==> config.mk <==
export PLATFORM = sky130hd
export DESIGN_NAME = mario_physics_engine
export DESIGN_NICKNAME = d
export VERILOG_FILES = /design/src/rtl/mario_physics_engine.sv
export SDC_FILE = /design/constraint.sdc
export NUM_CORES = 1
export LEC_CHECK = 0
export ABC_AREA = 1
export CAP_MARGIN = 20
export CORE_ASPECT_RATIO = 1.1
export CORE_MARGIN = 5
export CORE_UTILIZATION = 35
export CTS_BUF_LIST = sky130_fd_sc_hd__clkbuf_4 sky130_fd_sc_hd__clkbuf_8 sky130_fd_sc_hd__clkbuf_16
export DETAILED_ROUTE_END_ITERATION = 8
export DONT_BUFFER_PORTS = 1
export HOLD_SLACK_MARGIN = 0.1
export SYNTH_ARGS = -nofsm -noshare
export SYNTH_HDL_FRONTEND = slang
export SYNTH_SLANG_ARGS = --single-unit
export TNS_END_PERCENT = 5
==> constraint.sdc <==
create_clock -name clk_i -period 8.7 [get_ports clk_i]
set_clock_uncertainty 0.15 [all_clocks]
set_input_delay 1.74 -clock clk_i [delete_from_list [all_inputs] [get_ports clk_i]]
set_output_delay 1.74 -clock clk_i [all_outputs]
set_load 0.01 [all_outputs]
==> src/rtl/mario_physics_engine.sv <==
// mario_physics_engine
//   Per physics tick: scans 8 collision probes around Mario through one shared
//   map-ROM read port, then applies walking, the jump/fall state machine,
//   death detection and coin-bump scoring in a single UPDATE cycle.
// Ports:
//   clk_i, rst_i (sync, active high), tick_i (step strobe)
//   jump_i/left_i/right_i, view_x_i : controls, sampled on an accepted tick
//   map_addr_o -> ROM, map_data_i <- ROM (valid ROM_LAT cycles later)
//   mario_x_o, mario_y_o, facing_o, vstate_o, death_o, score_o : player state
//   busy_o (scan running), done_o (1-cycle, outputs fresh), tick_drop_o (sticky)
module mario_physics_engine #(
  parameter int TILE_LG2 = 6,
  parameter int MAP_COLS = 212,
  parameter int MAP_ROWS = 14,
  parameter int X_W = 11,
  parameter int Y_W = 10,
  parameter int VIEW_W = 16,
  parameter int ADDR_W = 12,
  parameter int ID_W = 6,
  parameter int SCORE_W = 32,
  parameter int INIT_X = 128,
  parameter int INIT_Y = 704,
  parameter int X_MAX = 640,
  parameter int WALK_STEP = 16,
  parameter int JUMP_STEP = 32,
  parameter int FALL_STEP = 32,
  parameter int JUMP_TICKS = 10,
  parameter int DEATH_Y = 832,
  parameter int ROM_LAT = 1,
  parameter logic [(1<<ID_W)-1:0] SOLID_MASK = 64'h0000_00C0_0000_200F,
  parameter logic [(1<<ID_W)-1:0] PLATFORM_MASK = '0,
  parameter int COIN_ID = 0,
  parameter int COIN_POINTS = 100
) (
  input  logic               clk_i,
  input  logic               rst_i,
  input  logic               tick_i,
  input  logic               jump_i,
  input  logic               left_i,
  input  logic               right_i,
  input  logic [VIEW_W-1:0]  view_x_i,
  output logic [ADDR_W-1:0]  map_addr_o,
  input  logic [ID_W-1:0]    map_data_i,
  output logic [X_W-1:0]     mario_x_o,
  output logic [Y_W-1:0]     mario_y_o,
  output logic               facing_o,
  output logic [1:0]         vstate_o,
  output logic               death_o,
  output logic [SCORE_W-1:0] score_o,
  output logic               busy_o,
  output logic               done_o,
  output logic               tick_drop_o
);
  localparam int T    = 1 << TILE_LG2;
  localparam int PW   = ((VIEW_W > X_W) ? VIEW_W : X_W) + 2;  // room for sum + sign
  localparam int QW   = Y_W + 2;
  localparam int RW   = $clog2(JUMP_TICKS + 1);
  localparam int CW   = 4;
  localparam int LAST = 7 + ROM_LAT;  // cycle index where probe 7 data arrives

  typedef enum logic [1:0] {S_IDLE, S_ISSUE, S_DRAIN, S_UPDATE} seq_t;
  typedef enum logic [1:0] {V_GND = 2'b00, V_RISE = 2'b01, V_FALL = 2'b10, V_DEAD = 2'b11} vst_t;

  seq_t seq_q, seq_d;
  vst_t vs_q, vs_d;
  logic [CW-1:0]      cyc_q, cyc_d;
  logic [X_W-1:0]     x_q, x_d;
  logic [Y_W-1:0]     y_q, y_d;
  logic [RW-1:0]      rise_q, rise_d;
  logic [SCORE_W-1:0] score_q, score_d;
  logic               facing_q, facing_d, death_q, death_d, tick_drop_q;
  logic               j_q, l_q, r_q;
  logic [VIEW_W-1:0]  vx_q;
  logic [7:0]         neg_q, oob_q, blk_q, blk_all;
  logic [1:0]         coin_q, coin_all;

  // Probe order: 0 UP_L, 1 UP_R, 2 DN_L, 3 DN_R, 4 LF_T, 5 LF_B, 6 RT_T, 7 RT_B
  function automatic logic [PW-1:0] dx_of(input logic [2:0] k);
    case (k)
      3'd1, 3'd3: dx_of = PW'(T - 1);
      3'd4, 3'd5: dx_of = '1;
      3'd6, 3'd7: dx_of = PW'(T);
      default:    dx_of = '0;
    endcase
  endfunction

  function automatic logic [QW-1:0] dy_of(input logic [2:0] k);
    case (k)
      3'd0, 3'd1: dy_of = '1;
      3'd2, 3'd3: dy_of = QW'(T);
      3'd5, 3'd7: dy_of = QW'(T - 1);
      default:    dy_of = '0;
    endcase
  endfunction

  // ---- probe address generation (ISSUE) ----
  logic [2:0]    k;
  logic [PW-1:0] px;
  logic [QW-1:0] py;
  logic          p_neg, p_oob, issue;

  assign k     = cyc_q[2:0];
  assign issue = (seq_q == S_ISSUE);

  always_comb begin
    px    = PW'(vx_q) + PW'(x_q) + dx_of(k);
    py    = QW'(y_q) + dy_of(k);
    p_neg = px[PW-1] | py[QW-1];
    p_oob = !p_neg && (32'(py >> TILE_LG2) >= 32'(MAP_ROWS));
    map_addr_o = '0;
    // negative probes still occupy their ROM slot, just at address 0
    if (issue && !p_neg)
      map_addr_o = ADDR_W'(32'(py >> TILE_LG2) * 32'(MAP_COLS) + 32'(px >> TILE_LG2));
  end

  // ---- data capture: probe ci returns ROM_LAT cycles after issue ----
  logic                  cap, blk_now, coin_now;
  logic [2:0]            ci;
  logic [(1<<ID_W)-1:0]  blk_mask;

  assign ci  = 3'(cyc_q - CW'(ROM_LAT));
  assign cap = (seq_q == S_ISSUE || seq_q == S_DRAIN) &&
               cyc_q >= CW'(ROM_LAT) && cyc_q <= CW'(LAST);

  always_comb begin
    // downward probes also land on one-way platforms
    blk_mask = (ci == 3'd2 || ci == 3'd3) ? (SOLID_MASK | PLATFORM_MASK) : SOLID_MASK;
    blk_now  = neg_q[ci] | (!oob_q[ci] && blk_mask[map_data_i]);
    coin_now = !neg_q[ci] && !oob_q[ci] && (map_data_i == ID_W'(COIN_ID));
    blk_all  = blk_q;
    coin_all = coin_q;
    // forward the live sample so the final probe is usable in the same cycle
    if (cap) begin
      blk_all[ci] = blk_now;
      if (ci < 3'd2) coin_all[ci[0]] = coin_now;
    end
  end

  // ---- physics next state ----
  logic ceil, grd, wall_l, wall_r, coin_hit;
  logic [X_W:0]     x_r;
  logic [SCORE_W:0] s_sum;

  always_comb begin
    ceil     = blk_all[0] | blk_all[1];
    grd      = blk_all[2] | blk_all[3];
    wall_l   = blk_all[4] | blk_all[5];
    wall_r   = blk_all[6] | blk_all[7];
    coin_hit = coin_all[0] | coin_all[1];
    x_r      = {1'b0, x_q} + (X_W+1)'(WALK_STEP);
    s_sum    = {1'b0, score_q} + (SCORE_W+1)'(COIN_POINTS);
    x_d = x_q; y_d = y_q; vs_d = vs_q; rise_d = rise_q;
    facing_d = facing_q; death_d = death_q; score_d = score_q;
    if (vs_q != V_DEAD) begin
      if (r_q && !l_q) begin
        facing_d = 1'b0;
        if (!wall_r) x_d = (x_r > (X_W+1)'(X_MAX)) ? X_W'(X_MAX) : x_r[X_W-1:0];
      end else if (l_q && !r_q) begin
        facing_d = 1'b1;
        if (!wall_l) x_d = (x_q < X_W'(WALK_STEP)) ? '0 : x_q - X_W'(WALK_STEP);
      end
      case (vs_q)
        V_GND: begin
          if (j_q) begin
            vs_d   = V_RISE;
            rise_d = '0;
          end else if (!grd) vs_d = V_FALL;
        end
        V_RISE: begin
          if (ceil || rise_q == RW'(JUMP_TICKS) || y_q < Y_W'(JUMP_STEP)) begin
            vs_d = V_FALL;
            if (ceil && coin_hit)
              score_d = s_sum[SCORE_W] ? '1 : s_sum[SCORE_W-1:0];
          end else begin
            y_d    = y_q - Y_W'(JUMP_STEP);
            rise_d = rise_q + RW'(1);
          end
        end
        default: begin  // V_FALL
          if (grd) begin
            vs_d = V_GND;
            y_d  = y_q & ~Y_W'(T - 1);
          end else y_d = y_q + Y_W'(FALL_STEP);
        end
      endcase
      if (y_d >= Y_W'(DEATH_Y)) begin
        vs_d    = V_DEAD;
        death_d = 1'b1;
      end
    end
  end

  // ---- sequencer ----
  logic accept, upd;
  assign accept = tick_i && (seq_q == S_IDLE || seq_q == S_UPDATE);
  assign upd    = (seq_q == S_DRAIN) && (cyc_q == CW'(LAST));

  always_comb begin
    seq_d = seq_q;
    cyc_d = cyc_q;
    case (seq_q)
      S_ISSUE: begin
        cyc_d = cyc_q + CW'(1);
        if (cyc_q == CW'(7)) seq_d = S_DRAIN;
      end
      S_DRAIN: begin
        cyc_d = cyc_q + CW'(1);
        if (upd) seq_d = S_UPDATE;
      end
      default: begin  // S_IDLE, S_UPDATE
        seq_d = accept ? S_ISSUE : S_IDLE;
        cyc_d = '0;
      end
    endcase
  end

  always_ff @(posedge clk_i) begin
    if (rst_i) begin
      seq_q <= S_IDLE;  cyc_q <= '0;
      x_q <= X_W'(INIT_X);  y_q <= Y_W'(INIT_Y);
      vs_q <= V_GND;  rise_q <= '0;  score_q <= '0;
      facing_q <= 1'b0;  death_q <= 1'b0;  tick_drop_q <= 1'b0;
      j_q <= 1'b0;  l_q <= 1'b0;  r_q <= 1'b0;  vx_q <= '0;
      neg_q <= '0;  oob_q <= '0;  blk_q <= '0;  coin_q <= '0;
    end else begin
      seq_q <= seq_d;
      cyc_q <= cyc_d;
      if (tick_i && busy_o) tick_drop_q <= 1'b1;
      if (accept) begin
        j_q <= jump_i;  l_q <= left_i;  r_q <= right_i;  vx_q <= view_x_i;
      end
      if (issue) begin
        neg_q[k] <= p_neg;
        oob_q[k] <= p_oob;
      end
      if (cap) begin
        blk_q  <= blk_all;
        coin_q <= coin_all;
      end
      if (upd) begin
        x_q <= x_d;  y_q <= y_d;  vs_q <= vs_d;  rise_q <= rise_d;
        score_q <= score_d;  facing_q <= facing_d;  death_q <= death_d;
      end
    end
  end

  assign mario_x_o   = x_q;
  assign mario_y_o   = y_q;
  assign facing_o    = facing_q;
  assign vstate_o    = vs_q;
  assign death_o     = death_q;
  assign score_o     = score_q;
  assign busy_o      = (seq_q == S_ISSUE) || (seq_q == S_DRAIN);
  assign done_o      = (seq_q == S_UPDATE);
  assign tick_drop_o = tick_drop_q;
endmodule
==> run metrics <==
wire per inst 14.5 um; clock latency on the worst-skew pair 0.36 ns; Remaining DRCs 0; gpl congestion 0.885; DRT iter0 DRCs 439; Top-Level Pins 100; dominant synthesized flop cell dfxtp_1; Layout Utilization 0.381; P_int 0.00189 W; startpoint types flop; final instance area 8770 um^2; Worst Setup End Kind output pin; outcome finished clean; worst r2r path cells 20; setup slack, reg-to-reg 4.68 ns; minimum clock period 7.95 ns; Longest Clk Path Bufs 2; I/O Buffers 0; fin. max-slew vios 0; Routed Antenna Nets 0; antenna violations before repair 0; slew margin rel. 0.528; first-pass GRT wire length 34.4 mm; Worst EP arrival 6.06 ns; Root Driver clkbuf_16; Syn Std Cell Area 8210 um^2; Mean Syn Cell Area 7.05 um^2; Critical Path End map_addr_o[11]; Die Area 26600 um^2; WL final 21.0 mm; clock slew at reported path FFs 0.08 ns; leading area contributor after synthesis dfxtp_1; Core Footprint 23000 um^2; CTS tree built; average vias per placed instance 5.01; htree depth 3; RSZ-0062 raised after global routing false; setup bufs post-CTS 0; max_cap viols 0; Synth cell types 54; Initial Util 0.357; Worst Max-Slew Pin Slew 0.691 ns; Post-DP Area 8430 um^2; DRT Pass-1 Iters 4; Syn. warnings 0; endpoints failing hold 0; sequential cell area fraction in the yosys report 0.263; switching power 0.00180 W; CP Class reg2out; async set or reset register ratio after synthesis 0; max frequency 126 MHz; GRT Total Usage 0.157; Max rail drop VDD 0.392 mV; HP Class reg2reg; Post-synth EDFFs 0; CP dominant cell by count inv_1; endpoints failing setup 0; Reg power frac 0.155; Synth Instances 1164; post-synth top area share 0.263; reg2reg start cyc_q[0]$_SDFF_PP0_; Net Sw Frac 0.488; total congestion overflow 0; Die Ht 171 um; # diodes 0; layout cell share with drive strength beyond 1 0.0581; TNS Setup 0 ns; area delta synth->final 6.83%; Pwr Density 421 nW/um^2; CP startpoint cyc_q[0]$_SDFF_PP0_; Yosys reg bits 108; Slowest Stage Delay on Critical Path 0.54 ns; Sink Count 108; post-route clock period utilization 0.913; DIE WIDTH 156 um; largest net degree at the start of global routing 56; vias in the first global route 6866; final-stage net count 1273; share of total power in combinational logic 0.718; via count 7273; count of standard-cell rows 58; largest cells by area after synthesis dfxtp_1 (26%), ha_1 (13%), nand2_1 (9.7%); final-layout fill cell count 2478; slowest CP cell dfxtp_1; CP required 6.81 ns; Detailed Place HPWL 16.1 mm; CTS Buf Count 9; Max FO, Critical Path 15; clock power share 0.127; FF-to-FF End oob_q[5]$_SDFFE_PP0P_; leakage 4.02 nW
## final cells by class
cell class | instances | area (um^2) | area share
multi-input combinational | 882 | 5340 | 0.608
sequential | 108 | 2160 | 0.246
inverter | 144 | 541 | 0.0616
tap | 300 | 375 | 0.0428
clock buffer | 11 | 253 | 0.0288
clock inverter | 5 | 83.8 | 0.00956
timing repair buffer | 3 | 22.5 | 0.00257
## metrics by stage
step / worst slack [ns] / hold slack, ns / instances / total power (W)
after floorplan: 1.41 / 0.301 / 1167 / 0.00280
after global placement: 1.06 / 0.322 / 1437 / 0.00321
after detailed placement: 0.956 / 0.329 / 1437 / 0.00324
after CTS: 0.544 / 0.344 / 1453 / 0.00373
after global routing: 0.134 / 0.370 / 1453 / 0.00417
final: 0.754 / 0.341 / 1453 / 0.00369
## cell usage after synthesis (11+ instances only)
master	count
a21o_1	11
a21oi_1	85
clkbuf_1	16
dfxtp_1	108
fa_1	13
ha_1	84
inv_1	135
nand2_1	213
nand2_2	12
nand3_1	57
nand4_1	26
nor2_1	135
nor3_1	21
o21ai_0	84
o21ai_1	12
xnor2_1	15
xor2_1	38
## power by group through the flow
| stage | clock (W) | combinational (W) | sequential (W) |
|---|---|---|---|
| after detailed placement | 0 | 0.00266 | 0.000585 |
| after floorplan | 0 | 0.00222 | 0.000572 |
| after global placement | 0 | 0.00262 | 0.000584 |
| after global routing | 0.000502 | 0.00308 | 0.000580 |
| after CTS | 0.000481 | 0.00268 | 0.000574 |
| final | 0.000468 | 0.00265 | 0.000573 |
## sequential cells by signal, summed over array words and instances, names as in the netlist
| register | count |
|---|---|
| l_q | 1 |
| blk_q | 8 |
| mario_x_o | 7 |
| tick_drop_o | 1 |
| r_q | 1 |
| vx_q | 16 |
| facing_o | 1 |
| oob_q | 8 |
| j_q | 1 |
| seq_q | 2 |
| mario_y_o | 10 |
| neg_q | 8 |
| rise_q | 4 |
| death_o | 1 |
| coin_q | 2 |
| vstate_o | 2 |
| score_o | 31 |
| cyc_q | 4 |
## worst max-delay path, delay by kind of cell, from the launching register on
family                     cells  cell delay (ns)
AOI/OAI and AO/OA              7             0.99
xor gates and xnor gates       2             0.37
buffers and inverters          7             0.71
and+or+nand+nor                9             0.83
DFF                            1             0.54
adders and majority gates      6             2.28
## placed cells by master, fill, tap and decap left out, types with 3 or more instances in the layout
cell type,synthesis,routed
nand2_1,213,213
inv_1,135,135
nor2_1,135,135
dfxtp_1,108,108
a21oi_1,85,84
o21ai_0,84,84
ha_1,84,84
nand3_1,57,57
xor2_1,38,38
nand4_1,26,26
nor3_1,21,21
xnor2_1,15,15
fa_1,13,13
nand2_2,12,12
o21ai_1,12,12
a21o_1,11,11
clkbuf_16,0,9
nor4_1,8,8
a31oi_1,7,7
inv_2,6,6
nor3b_1,5,5
or2_2,5,5
o31ai_1,4,4
conb_1,1,4
nand2_4,3,3
o21bai_1,3,3
a211oi_1,3,3
nor3_2,3,3
nor3b_2,3,3
nand3_2,3,3
clkinv_1,3,3
o211ai_1,3,3
buf_4,8,3
## how the worst min path moves through the flow
| stage | depth (start not counted) | from | slack [ns] | to |
|---|---|---|---|---|
| 4_1_cts | 2 | r_q$_SDFFE_PP0P_ | 0.34 | r_q$_SDFFE_PP0P_ |
| 5_1_grt | 2 | vx_q[12]$_SDFFE_PP0P_ | 0.37 | vx_q[12]$_SDFFE_PP0P_ |
| 6_report | 2 | r_q$_SDFFE_PP0P_ | 0.34 | r_q$_SDFFE_PP0P_ |
| 3_5_place_dp | 2 | r_q$_SDFFE_PP0P_ | 0.33 | r_q$_SDFFE_PP0P_ |
| 3_3_place_gp | 2 | l_q$_SDFFE_PP0P_ | 0.32 | l_q$_SDFFE_PP0P_ |
| 2_1_floorplan | 2 | r_q$_SDFFE_PP0P_ | 0.30 | r_q$_SDFFE_PP0P_ |
## repair_timing
item	4_1_cts	5_1_grt
resized for setup	0	1
hold buffers	0	0
setup endpoints to repair	0	1
## routing by layer
metal / vias to the layer above / track usage / wire length, um
met5: - / 0 / 0
met4: 0 / 0.0400 / 325
met3: 24 / 0.0460 / 1360
met2: 145 / 0.268 / 9990
met1: 3300 / 0.194 / 9350
li1: 3804 / - / -
## logic make-up (layout without fill, tap and decap cells)
logic type | after synthesis | count (layout) | synth area share
AND/OR/NAND/NOR | 501 | 501 | 0.275
multiplexers | 2 | 2 | 0.00244
adder cells (fa/ha/maj) | 97 | 97 | 0.160
other | 1 | 4 | 0.000457
AO/OA/AOI/OAI | 224 | 224 | 0.151
buffers and inverters | 177 | 163 | 0.0888
XOR/XNOR | 54 | 54 | 0.0585
flip-flops | 108 | 108 | 0.263
Power figures use the tool's default switching activity.
